$ cat src/rtl/life_sequencer_if.sv
// rtl/life_sequencer_if.sv - control, seed-load, user-edit and array write-port bundle for life_sequencer
interface life_sequencer_if #(
  parameter int GEN_W = 16
) ();
  logic             frame;
  logic             start;
  logic             stop;
  logic             step;
  logic             load_req;
  logic [15:0]      load_pattern;
  logic             user_req;
  logic [1:0]       user_row;
  logic [1:0]       user_col;
  logic             user_val;
  logic [1:0]       row;
  logic [1:0]       col;
  logic             val;
  logic             write_enb;
  logic             run;
  logic             user_ack;
  logic             running;
  logic             load_busy;
  logic [GEN_W-1:0] gen_count;

  // master: the sequencer, which owns the array write port and run strobe
  modport master (
    input  frame, start, stop, step, load_req, load_pattern,
           user_req, user_row, user_col, user_val,
    output row, col, val, write_enb, run, user_ack, running, load_busy, gen_count
  );

  modport slave (
    output frame, start, stop, step, load_req, load_pattern,
           user_req, user_row, user_col, user_val,
    input  row, col, val, write_enb, run, user_ack, running, load_busy, gen_count
  );
endinterface

$ cat src/rtl/life_sequencer.sv
// rtl/life_sequencer.sv - 4x4 life array run pacing, seed load and write-port arbitration
// Optional auto-stop at GEN_LIMIT generations: define LIFE_SEQ_GEN_LIMIT_EN.
module life_sequencer #(
  parameter int FRAMES_PER_GEN = 30,
  parameter int GEN_W          = 16,
  parameter int GEN_LIMIT      = 100
) (
  input  logic          clk,
  input  logic          reset,
  life_sequencer_if.master bus
);
  typedef enum logic [1:0] {IDLE, RUN, LOAD} state_t;

  localparam logic [7:0] LAST_FRAME = 8'(FRAMES_PER_GEN - 1);

  state_t           state, state_n;
  logic [3:0]       idx, idx_n;
  logic [15:0]      pattern, pattern_n;
  logic [7:0]       frame_cnt, frame_cnt_n;
  logic [GEN_W-1:0] gen_q, gen_n, gen_inc;
  logic [1:0]       row_q, row_n, col_q, col_n;
  logic             val_q, val_n;
  logic             we_q, we_n, run_q, run_n, ack_q, ack_n;
  logic             running_q, running_n, busy_q, busy_n;

`ifndef LIFE_SEQ_GEN_LIMIT_EN
  localparam int gen_limit_unused = GEN_LIMIT;
`endif

  assign gen_inc = gen_q + 1'b1;

  always_ff @(posedge clk or posedge reset) begin
    if (reset) begin
      state     <= IDLE;
      idx       <= '0;
      pattern   <= '0;
      frame_cnt <= '0;
      gen_q     <= '0;
      row_q     <= '0;
      col_q     <= '0;
      val_q     <= 1'b0;
      we_q      <= 1'b0;
      run_q     <= 1'b0;
      ack_q     <= 1'b0;
      running_q <= 1'b0;
      busy_q    <= 1'b0;
    end else begin
      state     <= state_n;
      idx       <= idx_n;
      pattern   <= pattern_n;
      frame_cnt <= frame_cnt_n;
      gen_q     <= gen_n;
      row_q     <= row_n;
      col_q     <= col_n;
      val_q     <= val_n;
      we_q      <= we_n;
      run_q     <= run_n;
      ack_q     <= ack_n;
      running_q <= running_n;
      busy_q    <= busy_n;
    end
  end

  always_comb begin
    state_n     = state;
    idx_n       = idx;
    pattern_n   = pattern;
    frame_cnt_n = frame_cnt;
    gen_n       = gen_q;
    row_n       = row_q;
    col_n       = col_q;
    val_n       = val_q;
    we_n        = 1'b0;
    run_n       = 1'b0;
    ack_n       = 1'b0;
    busy_n      = 1'b0;
    case (state)
      LOAD: begin
        we_n   = 1'b1;
        busy_n = 1'b1;
        row_n  = idx[3:2];
        col_n  = idx[1:0];
        val_n  = pattern[idx];
        idx_n  = idx + 4'd1;
        if (idx == 4'd15) begin
          state_n     = IDLE;
          gen_n       = '0;
          frame_cnt_n = '0;
        end
      end
      default: begin
        if (bus.load_req) begin
          // cell 0 is written on the way into LOAD so the first write lands one cycle after the request
          state_n   = LOAD;
          pattern_n = bus.load_pattern;
          we_n      = 1'b1;
          busy_n    = 1'b1;
          row_n     = 2'd0;
          col_n     = 2'd0;
          val_n     = bus.load_pattern[0];
          idx_n     = 4'd1;
        end else begin
          if (state == IDLE) begin
            if (bus.start && !bus.stop) state_n = RUN;
            if (bus.step) begin
              run_n = 1'b1;
              gen_n = gen_inc;
            end
          end else if (bus.stop) begin
            state_n = IDLE;
          end else if (bus.frame) begin
            if (frame_cnt == LAST_FRAME) begin
              frame_cnt_n = '0;
              run_n       = 1'b1;
              gen_n       = gen_inc;
`ifdef LIFE_SEQ_GEN_LIMIT_EN
              if (gen_inc == GEN_W'(GEN_LIMIT)) state_n = IDLE;
`endif
            end else begin
              frame_cnt_n = frame_cnt + 8'd1;
            end
          end
          // previous-cycle ack forces one idle cycle before serving a still-high request
          if (!run_n && bus.user_req && !ack_q) begin
            we_n  = 1'b1;
            ack_n = 1'b1;
            row_n = bus.user_row;
            col_n = bus.user_col;
            val_n = bus.user_val;
          end
        end
      end
    endcase
    running_n = (state_n == RUN);
  end

  assign bus.row       = row_q;
  assign bus.col       = col_q;
  assign bus.val       = val_q;
  assign bus.write_enb = we_q;
  assign bus.run       = run_q;
  assign bus.user_ack  = ack_q;
  assign bus.running   = running_q;
  assign bus.load_busy = busy_q;
  assign bus.gen_count = gen_q;
endmodule

$ cat src/flat_wrapper.sv
// flat-port wrapper written by rule: the top's interface ports become plain ports
module life_sequencer_flat 
#(
  parameter int FRAMES_PER_GEN = 30,
  parameter int GEN_W          = 16,
  parameter int GEN_LIMIT      = 100
)
  (clk, reset, bus_frame, bus_start, bus_stop, bus_step, bus_load_req, bus_load_pattern, bus_user_req, bus_user_row, bus_user_col, bus_user_val, bus_row, bus_col, bus_val, bus_write_enb, bus_run, bus_user_ack, bus_running, bus_load_busy, bus_gen_count);
  life_sequencer_if #(.GEN_W(GEN_W)) bus_i ();
  input  logic clk;
  input  logic reset;
  input wire logic [$bits(bus_i.frame)-1:0] bus_frame;
  input wire logic [$bits(bus_i.start)-1:0] bus_start;
  input wire logic [$bits(bus_i.stop)-1:0] bus_stop;
  input wire logic [$bits(bus_i.step)-1:0] bus_step;
  input wire logic [$bits(bus_i.load_req)-1:0] bus_load_req;
  input wire logic [$bits(bus_i.load_pattern)-1:0] bus_load_pattern;
  input wire logic [$bits(bus_i.user_req)-1:0] bus_user_req;
  input wire logic [$bits(bus_i.user_row)-1:0] bus_user_row;
  input wire logic [$bits(bus_i.user_col)-1:0] bus_user_col;
  input wire logic [$bits(bus_i.user_val)-1:0] bus_user_val;
  output wire logic [$bits(bus_i.row)-1:0] bus_row;
  output wire logic [$bits(bus_i.col)-1:0] bus_col;
  output wire logic [$bits(bus_i.val)-1:0] bus_val;
  output wire logic [$bits(bus_i.write_enb)-1:0] bus_write_enb;
  output wire logic [$bits(bus_i.run)-1:0] bus_run;
  output wire logic [$bits(bus_i.user_ack)-1:0] bus_user_ack;
  output wire logic [$bits(bus_i.running)-1:0] bus_running;
  output wire logic [$bits(bus_i.load_busy)-1:0] bus_load_busy;
  output wire logic [$bits(bus_i.gen_count)-1:0] bus_gen_count;
  assign bus_i.frame = bus_frame;
  assign bus_i.start = bus_start;
  assign bus_i.stop = bus_stop;
  assign bus_i.step = bus_step;
  assign bus_i.load_req = bus_load_req;
  assign bus_i.load_pattern = bus_load_pattern;
  assign bus_i.user_req = bus_user_req;
  assign bus_i.user_row = bus_user_row;
  assign bus_i.user_col = bus_user_col;
  assign bus_i.user_val = bus_user_val;
  assign bus_row = bus_i.row;
  assign bus_col = bus_i.col;
  assign bus_val = bus_i.val;
  assign bus_write_enb = bus_i.write_enb;
  assign bus_run = bus_i.run;
  assign bus_user_ack = bus_i.user_ack;
  assign bus_running = bus_i.running;
  assign bus_load_busy = bus_i.load_busy;
  assign bus_gen_count = bus_i.gen_count;
  life_sequencer #(.FRAMES_PER_GEN(FRAMES_PER_GEN), .GEN_W(GEN_W), .GEN_LIMIT(GEN_LIMIT)) u_core (.clk(clk), .reset(reset), .bus(bus_i));
endmodule
$ cat config.mk
export PLATFORM = sky130hd
export DESIGN_NAME = life_sequencer_flat
export DESIGN_NICKNAME = d
export VERILOG_FILES = /design/src/rtl/life_sequencer_if.sv /design/src/rtl/life_sequencer.sv /design/src/flat_wrapper.sv
export SDC_FILE = /design/constraint.sdc
export NUM_CORES = 1
export LEC_CHECK = 0
export ABC_AREA = 1
export BUFFER_PORTS_ARGS = -buffer_cell sky130_fd_sc_hd__buf_2
export CAP_MARGIN = 0
export CORE_MARGIN = 2
export CORE_UTILIZATION = 45
export DETAILED_ROUTE_END_ITERATION = 7
export PLACE_DENSITY = 0.79
export SYNTH_ARGS = -nofsm -noshare
export SYNTH_HDL_FRONTEND = slang
export SYNTH_SLANG_ARGS = --single-unit
$ cat constraint.sdc
create_clock -name clk -period 2.85 [get_ports clk]
set_clock_uncertainty 0.15 [all_clocks]
set_input_delay 0.285 -clock clk [delete_from_list [all_inputs] [get_ports clk]]
set_output_delay 0.285 -clock clk [all_outputs]
set_load 0.05 [all_outputs]
# Yosys cells after proc, flatten, opt, wreduce, memory -nomap -nowiden
# Cells that the tools add are included.
# Widths: inputs -> output; s select.
[op_classes] order_cmp=1 n_addsub=3 n_mux=50 n_reduce_logical=15 eq_ne=10 shifts=0 mul=0 n_div=0 bitwise_logic=1
[ops] operator="$mux 16" n=8
[ops] operator="$mux 8" n=7
[ops] operator="$mux 2" n=12
[ops] operator="$mux 1" n=20
[ops] operator="$add 16x1->16 const B" n=1
[ops] operator="$reduce_bool 3->1" n=3
[ops] operator="$add 8x1->8 const B" n=1
[ops] operator="$eq 8x5->1 const B" n=1
[ops] operator="$mux 4" n=2
[ops] operator="$ne 2x1->1 const B" n=3
[ops] operator="$reduce_and 6->1" n=1
[ops] operator="$lt 4x5->1 const B" n=1
[ops] operator="$reduce_and 5->1" n=1
[ops] operator="$add 4x1->4 const B" n=1
[ops] operator="$bmux 1 s4" n=1
[ops] operator="$eq 4x4->1 const B" n=1
[ops] operator="$reduce_bool 2->1" n=2
[ops] operator="$logic_and 1x1->1" n=3
[ops] operator="$logic_not 1->1" n=3
[ops] operator="$ne 3x1->1 const B" n=1
[ops] operator="$ne 3x3->1 const B" n=1
[ops] operator="$eq 2x1->1 const B" n=1
[ops] operator="$eq 2x2->1 const B" n=1
[ops] operator="$logic_not 2->1" n=1
[ops] operator="other kinds (3)" n=3
[totals] ram_bits=0 register_bits=56 romBits=0 latch_bits=0 elab_cells=93 memories=0 in_bits=29 out_inout_bits=26

# Logic depth before layout (Yosys ltp)
# Gate-level depths: netlist of run 1.
[logic_depth] depth_word=13 mapped_depth=12 mapped_depth_nobuf=11

# Worst setup path before layout of run 1
# No wires, ideal clock.
[synth_timing] kind="register to register" start="register u_core.gen_q[0] (netlist: u_core.bus.gen_count[0])" end="register u_core.gen_q[6] (netlist: u_core.bus.gen_count[6])" setup_time_ps=74 required_time_ps=2626 period_less_slack_ps=1884 arrival_ps=1660 slack_ps=966 path_stages_with_launch=7 cell_sequence="dfrtp_1 -> ha_1 -> nand2_1 -> nor3_1 -> xor2_1 -> nand2_1 -> o21ai_2"
[synth_between] elab_chain_len=7 word_cells_on_any_way=8 classes_between="add/sub (1); mux (7)"
[synth_rtl] item="start: declaration" line_no="life_sequencer.sv:20" source="logic [GEN_W-1:0] gen_q, gen_n, gen_inc;"
[synth_rtl] item="start signal: assignment" line_no="life_sequencer.sv:52" source="gen_q <= gen_n;"
[synth_rtl] item="$add 16x1->16 (*)" line_no="life_sequencer.sv:30" source="assign gen_inc = gen_q + 1'b1;"
[synth_rtl] item="$mux 16" line_no="life_sequencer.sv:112" source="if (frame_cnt == LAST_FRAME) begin"
[synth_rtl] item="$mux 16" line_no="life_sequencer.sv:111" source="end else if (bus.frame) begin"
[synth_rtl] item="$mux 16" line_no="life_sequencer.sv:109" source="end else if (bus.stop) begin"
[synth_rtl] item="$mux 16 (*)" line_no="life_sequencer.sv:103" source="if (state == IDLE) begin"
[synth_rtl] item="$mux 16 (*)" line_no="life_sequencer.sv:92" source="if (bus.load_req) begin"
[synth_rtl] item="$mux 16 (*)" line_no="life_sequencer.sv:77" source="case (state)"
# Mark *: on every way between the ends. The rest lies on a longest branch, timed or not. The select of a mux whose other input is x is not followed.
# A chain may end at the register's enable or synchronous reset.

# Final worst setup path of run 1
[layout_timing] start="register u_core.idx[0]" end="register u_core.gen_q[1] (netlist: u_core.bus.gen_count[1])"
[layout_between] elab_chain_len=3
[layout_rtl] item="start: declaration" line_no="life_sequencer.sv:17" source="logic [3:0] idx, idx_n;"
[layout_rtl] item="start signal: assignment" line_no="life_sequencer.sv:49" source="idx <= idx_n;"
[layout_rtl] item="$eq 4x4->1" line_no="life_sequencer.sv:85" source="if (idx == 4'd15) begin"
[layout_rtl] item="$ne 2x1->1 (no source line)"
[layout_rtl] item="$reduce_and 6->1 (no source line)"
# No other way between the ends.

==> results of run 1 <==
==> cell usage in the layout, fill, tap and decap left out, types with 2 or more instances in the layout <==
cell      synthesis  layout
clkbuf_8          0       6
o21bai_1          2       2
nand2_1         107     107
o21ai_0          37      37
dfrtp_1          56      56
a21oi_1           3       3
buf_4             0       2
nor3_1           10      10
o21ai_1           4       4
xor2_1            5       5
clkbuf_1          2       2
o22ai_1           2       2
nand3_1          43      43
inv_1            51      50
ha_1              4       4
nor2_1           21      21
buf_2             5      54
o21ai_2           7       7
inv_2             3       4
nor2_2            2       2
nand4_1           9       9
or2_2             2       2
==> critical path: stages (launching register included) <==
cell,delay [ns]
dfrtp_1,0.53
ha_1,0.23
nand2_1,0.10
nor3_4,0.24
nor2_1,0.08
nor2_2,0.09
nand2_2,0.31
inv_2,0.22
nand3_1,0.08
o21ai_0,0.08
==> cells in the mapped netlist <==
| master | number | share of area [%] |
|---|---|---|
| xor2_1 | 5 | 1.5 |
| nand2_4 | 1 | 0.37 |
| nor3_1 | 10 | 1.7 |
| nand3_1 | 43 | 7.1 |
| buf_2 | 5 | 0.83 |
| o21ai_0 | 37 | 6.1 |
| a21oi_1 | 3 | 0.50 |
| or2_2 | 2 | 0.41 |
| nor2_8 | 1 | 0.66 |
| inv_4 | 1 | 0.21 |
| nor2_1 | 21 | 2.6 |
| nand2_2 | 1 | 0.21 |
| nor2_2 | 2 | 0.41 |
| nand4_1 | 9 | 1.9 |
| nor3_4 | 1 | 0.54 |
| o21a_1 | 1 | 0.25 |
| o21ai_1 | 4 | 0.66 |
| dfrtp_1 | 56 | 46 |
| inv_2 | 3 | 0.37 |
| o22ai_2 | 1 | 0.41 |
| o21bai_1 | 2 | 0.50 |
| nand3b_1 | 1 | 0.25 |
| o22ai_1 | 2 | 0.41 |
| clkbuf_1 | 2 | 0.25 |
| o31ai_1 | 1 | 0.25 |
| nand2_1 | 107 | 13 |
| ha_1 | 4 | 1.7 |
| a21boi_0 | 1 | 0.25 |
| a22oi_1 | 1 | 0.25 |
| buf_1 | 1 | 0.12 |
| o21ai_2 | 7 | 2.0 |
| nor4_1 | 1 | 0.21 |
| inv_1 | 51 | 6.3 |
| buf_6 | 2 | 0.75 |
| nor3_2 | 1 | 0.33 |
==> final timing paths <==
check	endpoint	slack (ns)	from	depth (start not counted)
min in group asynchronous	u_core.pattern[6]	0.32	reset	3
max	u_core.bus.gen_count[1]	0.65	u_core.idx[0]	9
min	u_core.pattern[13]	0.04	bus_load_pattern[13]	3
min reg2reg	u_core.idx[3]	0.37	u_core.idx[3]	1
max in group asynchronous	u_core.state[1]	1.42	reset	4
max reg2reg	u_core.bus.gen_count[1]	0.65	u_core.idx[0]	9
==> final cells by class <==
class	count	area share [%]
clock buffer	8	2.617
multi-input combinational	270	39.22
sequential	56	40.71
timing repair buffer	57	8.579
tap	77	2.799
inverter	55	6.071
==> flip-flops by register name, summed over array words and instances, names as in the netlist <==
register	count
u_core.idx	4
u_core.bus.val	1
u_core.bus.running	1
u_core.pattern	16
u_core.bus.load_busy	1
u_core.bus.user_ack	1
u_core.frame_cnt	8
u_core.bus.write_enb	1
u_core.bus.run	1
u_core.bus.row	2
u_core.bus.col	2
u_core.bus.gen_count	16
u_core.state	2
==> cell families (layout without fill, tap and decap cells) <==
family          after synthesis  count (layout)  synth area share [%]
xor+xnor                      5               5                 1.450
fa+ha+maj                     4               4                 1.658
simple gates                201             201                 29.96
flops                        56              56                 46.42
buf+inv                      65             120                 8.868
compound gates               60              60                 11.65
==> timing repair <==
action                                 CTS  global route
endpoints found under the hold margin   15             0
hold buffers                             1             0
setup buffers                            0             0
==> metrics by stage <==
stage | std cells | instance area (um^2)
floorplan | 391 | 3019
global placement | 514 | 3342
detailed placement | 514 | 3342
CTS | 523 | 3442
global route | 523 | 3442
finish | 523 | 3442
==> layer usage <==
| metal | wire, um | vias up | GRT usage (%) |
|---|---|---|---|
| met1 | 3119 | 1259 | 25.17 |
| li1 | - | 1372 | - |
| met2 | 3151 | 82 | 31.50 |
| met5 | 0 | - | 0 |
| met4 | 171 | 0 | 8.225 |
| met3 | 267 | 14 | 3.080 |
==> power by group through the flow <==
stage                     Sequential [mW]  Combinational, mW  Clock, mW
after floorplan                      1.74               1.00          0
after global placement               1.36               1.71          0
after detailed placement             1.37               1.75          0
after CTS                            1.36               1.75      0.453
after global routing                 1.41               1.94      0.490
final                                1.37               1.75      0.440
==> impl_metrics.ini, run 1 <==
[outcome]
status = completed

[sta]
period_minus_slack_ns = 2.195
drv_slew = 0
hold_ws_ns = 0.03540
worst_pin_slew_ns = 0.5268
setup_viol_count_final = 0
setup_slack_ns = 0.6545
fin_crit_sh_pct = 77.03
max_freq_ghz = 0.4555
grt_setup_unrepaired = no
relSlewSlack_pct = 64.76
hold_violations = 0
fin_setup_tns_ns = 0

[worst_setup_path]
cp-start-kind = flip-flop
crit_fanout = 26
required_ns = 2.92
end_kind = flip-flop
path_class = reg -> reg
critPathArrivalTime_ns = 2.27

[pwr]
powerDensity_nw_per_um2 = 1035
leakage_nw = 1.729
pwr-share-clk_pct = 12.3
p_seq_share_pct = 38.4
vdd_ir_drop_max_mv = 0.3092
internal_power_mw = 1.784
p_switching_mw = 1.778
switching_share_pct = 49.93
total_power_mw = 3.562
p_comb_share_pct = 49.2

[clock_tree]
cts_buffer_depth = 2
htree_levels = 2
clkLatencyLatePin_ns = 0.30
numCtsBuffers = 5
cts_tree = yes
clk_pin_slew_ns = 0.09
clock-sinks = 56
cts_root_buffer = clkbuf_8
postCtsResizedCells = 0

[routing]
first_pass_iters = 4
drt-total-wl_mm = 6.709
drtIter0Drc = 167
drt-vias-per-instance = 5.214
ant_nets = 0
drc = 0
wl_per_cell_um = 12.83
via_count = 2727

[placement]
gp_congestion = 0.8523
io_buffer_count = 54
hpwl_mm = 5.050
dp_slack_ns = 0.6786

[synth]
syn-num-nets = 424
yosysSeqAreaShare_pct = 46.42
syn_area_um2 = 3019
ys_warn_count = 0
ys_ff_latch = 56
avgSynthCellArea_um2 = 7.722
netlist_instances = 391
yosysUniqueCellTypes = 35

[finish]
fill_cells = 590
layout-drive-gt1-share_pct = 18.83
nNetsFinal = 478
regArea_um2 = 1401
multi_input_area_um2 = 1350
antenna_cells = 0
area_delta_synth_final_pct = 14.01
post-route-util_pct = 53.59

[global_routing]
grt_pass1_wl_mm = 11.45
grt_util_all_layers_pct = 19.20
grt_max_degree = 42
grt_pass1_vias = 2589
grt_overflow_total = 0
antenna_found_initial = 0

[die]
die_width_um = 85.91
die_area_um2 = 7381
die_h_um = 85.91
fp-row-count = 29
core_um2 = 6422
ioPinCount = 55
initial_utilization_pct = 47.01

[hold_path]
hold_class = in -> reg

[flow_run]
drv_cap = 0
Power figures use the tool's default switching activity.
==> inputs of run 2 (changes only) <==
Clock period 2.85 ns to 2.1 ns, I/O delays scaled along.
==> impl_metrics.ini, run 2 (synthesized netlist as in run 1, its figures left out) <==
[placement]
gp_congestion = 0.8592
hpwl_mm = 5.008
io_buffer_count = 54

[routing]
ant_nets = 0
first_pass_iters = 4
wl_per_cell_um = 12.77
drtIter0Drc = 282
drt-total-wl_mm = 6.962
drt-vias-per-instance = 5.275
via_count = 2875
drc = 0

[clock_tree]
cts_root_buffer = clkbuf_8
numCtsBuffers = 5
clk_pin_slew_ns = 0.10
htree_levels = 2
cts_setup_buffers = 0
clkLatencyLatePin_ns = 0.30
clock-sinks = 56
cts_buffer_depth = 2
cts_tree = yes

[global_routing]
grt_pass1_vias = 2826
grt_overflow_total = 0
grt_pass1_wl_mm = 12.10
grt_util_all_layers_pct = 20.06
grt_max_degree = 57
antenna_found_initial = 0

[worst_setup_path]
slowest_stage = dfrtp_1
cp-start-kind = flip-flop
required_ns = 2.15
end_kind = flip-flop
critical_path.top_delay_family = simple AND/OR/NAND/NOR gates
crit_buf_inv = 1
path_class = reg -> reg
crit_fanout = 14
critPathArrivalTime_ns = 1.90
cp_common_cell = nand2_1
slowest_delay_ns = 0.45
worstPathCellList = ha_1 > nand2_1 > nor3_4 > nor2_1 > nor2_2 > nand2_2 > buf_4 > nand2_1 > o21ai_2

[pwr]
vdd_ir_drop_max_mv = 0.4232
total_power_mw = 4.959
leakage_nw = 1.828
powerDensity_nw_per_um2 = 1354

[hold_path]
hold_class = in -> reg

[finish]
antenna_cells = 0
regArea_um2 = 1401
layout_common_cells = nand2_1, dfrtp_1, buf_2, inv_1, nand3_1
area_delta_synth_final_pct = 21.34
post-route-util_pct = 57.04
fill_cells = 571
mostFrequentLayoutCell = nand2_1
multi_input_area_um2 = 1350
layout-drive-gt1-share_pct = 19.44
nNetsFinal = 500

[sta]
worst_pin_slew_ns = 0.4696
drv_slew = 0
hold_ws_ns = 0.08394
fin_setup_tns_ns = 0
hold_violations = 0
fin_crit_sh_pct = 88.04
setup_viol_count_final = 0
relSlewSlack_pct = 68.45
period_minus_slack_ns = 1.849
max_freq_ghz = 0.5409
grt_setup_unrepaired = no

[outcome]
status = completed

[die]
fp-row-count = 29
initial_utilization_pct = 47.01
die_h_um = 85.91
die_area_um2 = 7381
core_um2 = 6422
ioPinCount = 55
die_width_um = 85.91

[flow_run]
drv_cap = 0
## run 2: area by class of cell
class / count / share of cell area, %
clock inverters: 1 / 0.2049
inverters: 55 / 5.704
well taps: 77 / 2.630
flip-flops and latches: 56 / 38.25
repair buffers: 79 / 14.00
clock buffers: 7 / 2.357
multi-input cells: 270 / 36.85
## run 2: layer usage
layer / GRT usage, % / share of wire, %
met1: 26.55 / 45
met2: 33.33 / 48
met3: 2.695 / 4.2
met4: 7.937 / 2.5
met5: 0 / 0
## run 2: stage by stage
step	area, um^2	instances	worst slack [ns]
finish	3664	545	0.2512
global route	3664	545	0.04484
CTS	3664	545	0.2424
detailed placement	3400	520	0.2595
global placement	3400	520	0.3192
floorplan	3019	391	0.2157
## run 2: worst paths after layout
check,slack [ns],start,end,depth (start not counted)
min reg2reg,0.36,u_core.idx[3],u_core.idx[3],1
max,0.25,u_core.idx[1],u_core.bus.gen_count[6],9
max reg2reg,0.25,u_core.idx[1],u_core.bus.gen_count[6],9
min in group asynchronous,0.34,reset,u_core.bus.gen_count[9],4
min,0.08,bus_user_row[1],u_core.bus.row[1],5
max in group asynchronous,1.21,reset,u_core.bus.user_ack,4
## run 2: report_power, final
part | switching [mW] | internal [mW]
logic | 1.78 | 0.734
registers | 0.335 | 1.50
clock network | 0.343 | 0.269
## run 2: what timing repair did
| item | 4_1_cts | 5_1_grt |
|---|---|---|
| hold endpoints to repair | 72 | 0 |
| resized for setup | 0 | 0 |
| hold buffers | 17 | 0 |
## run 2: tightest hold or removal path, stage by stage
cell and delay (ns):
buf_2 0.09, nand2_1 0.04, o21ai_0 0.06, nand2_1 0.05
nand2_1 0.05
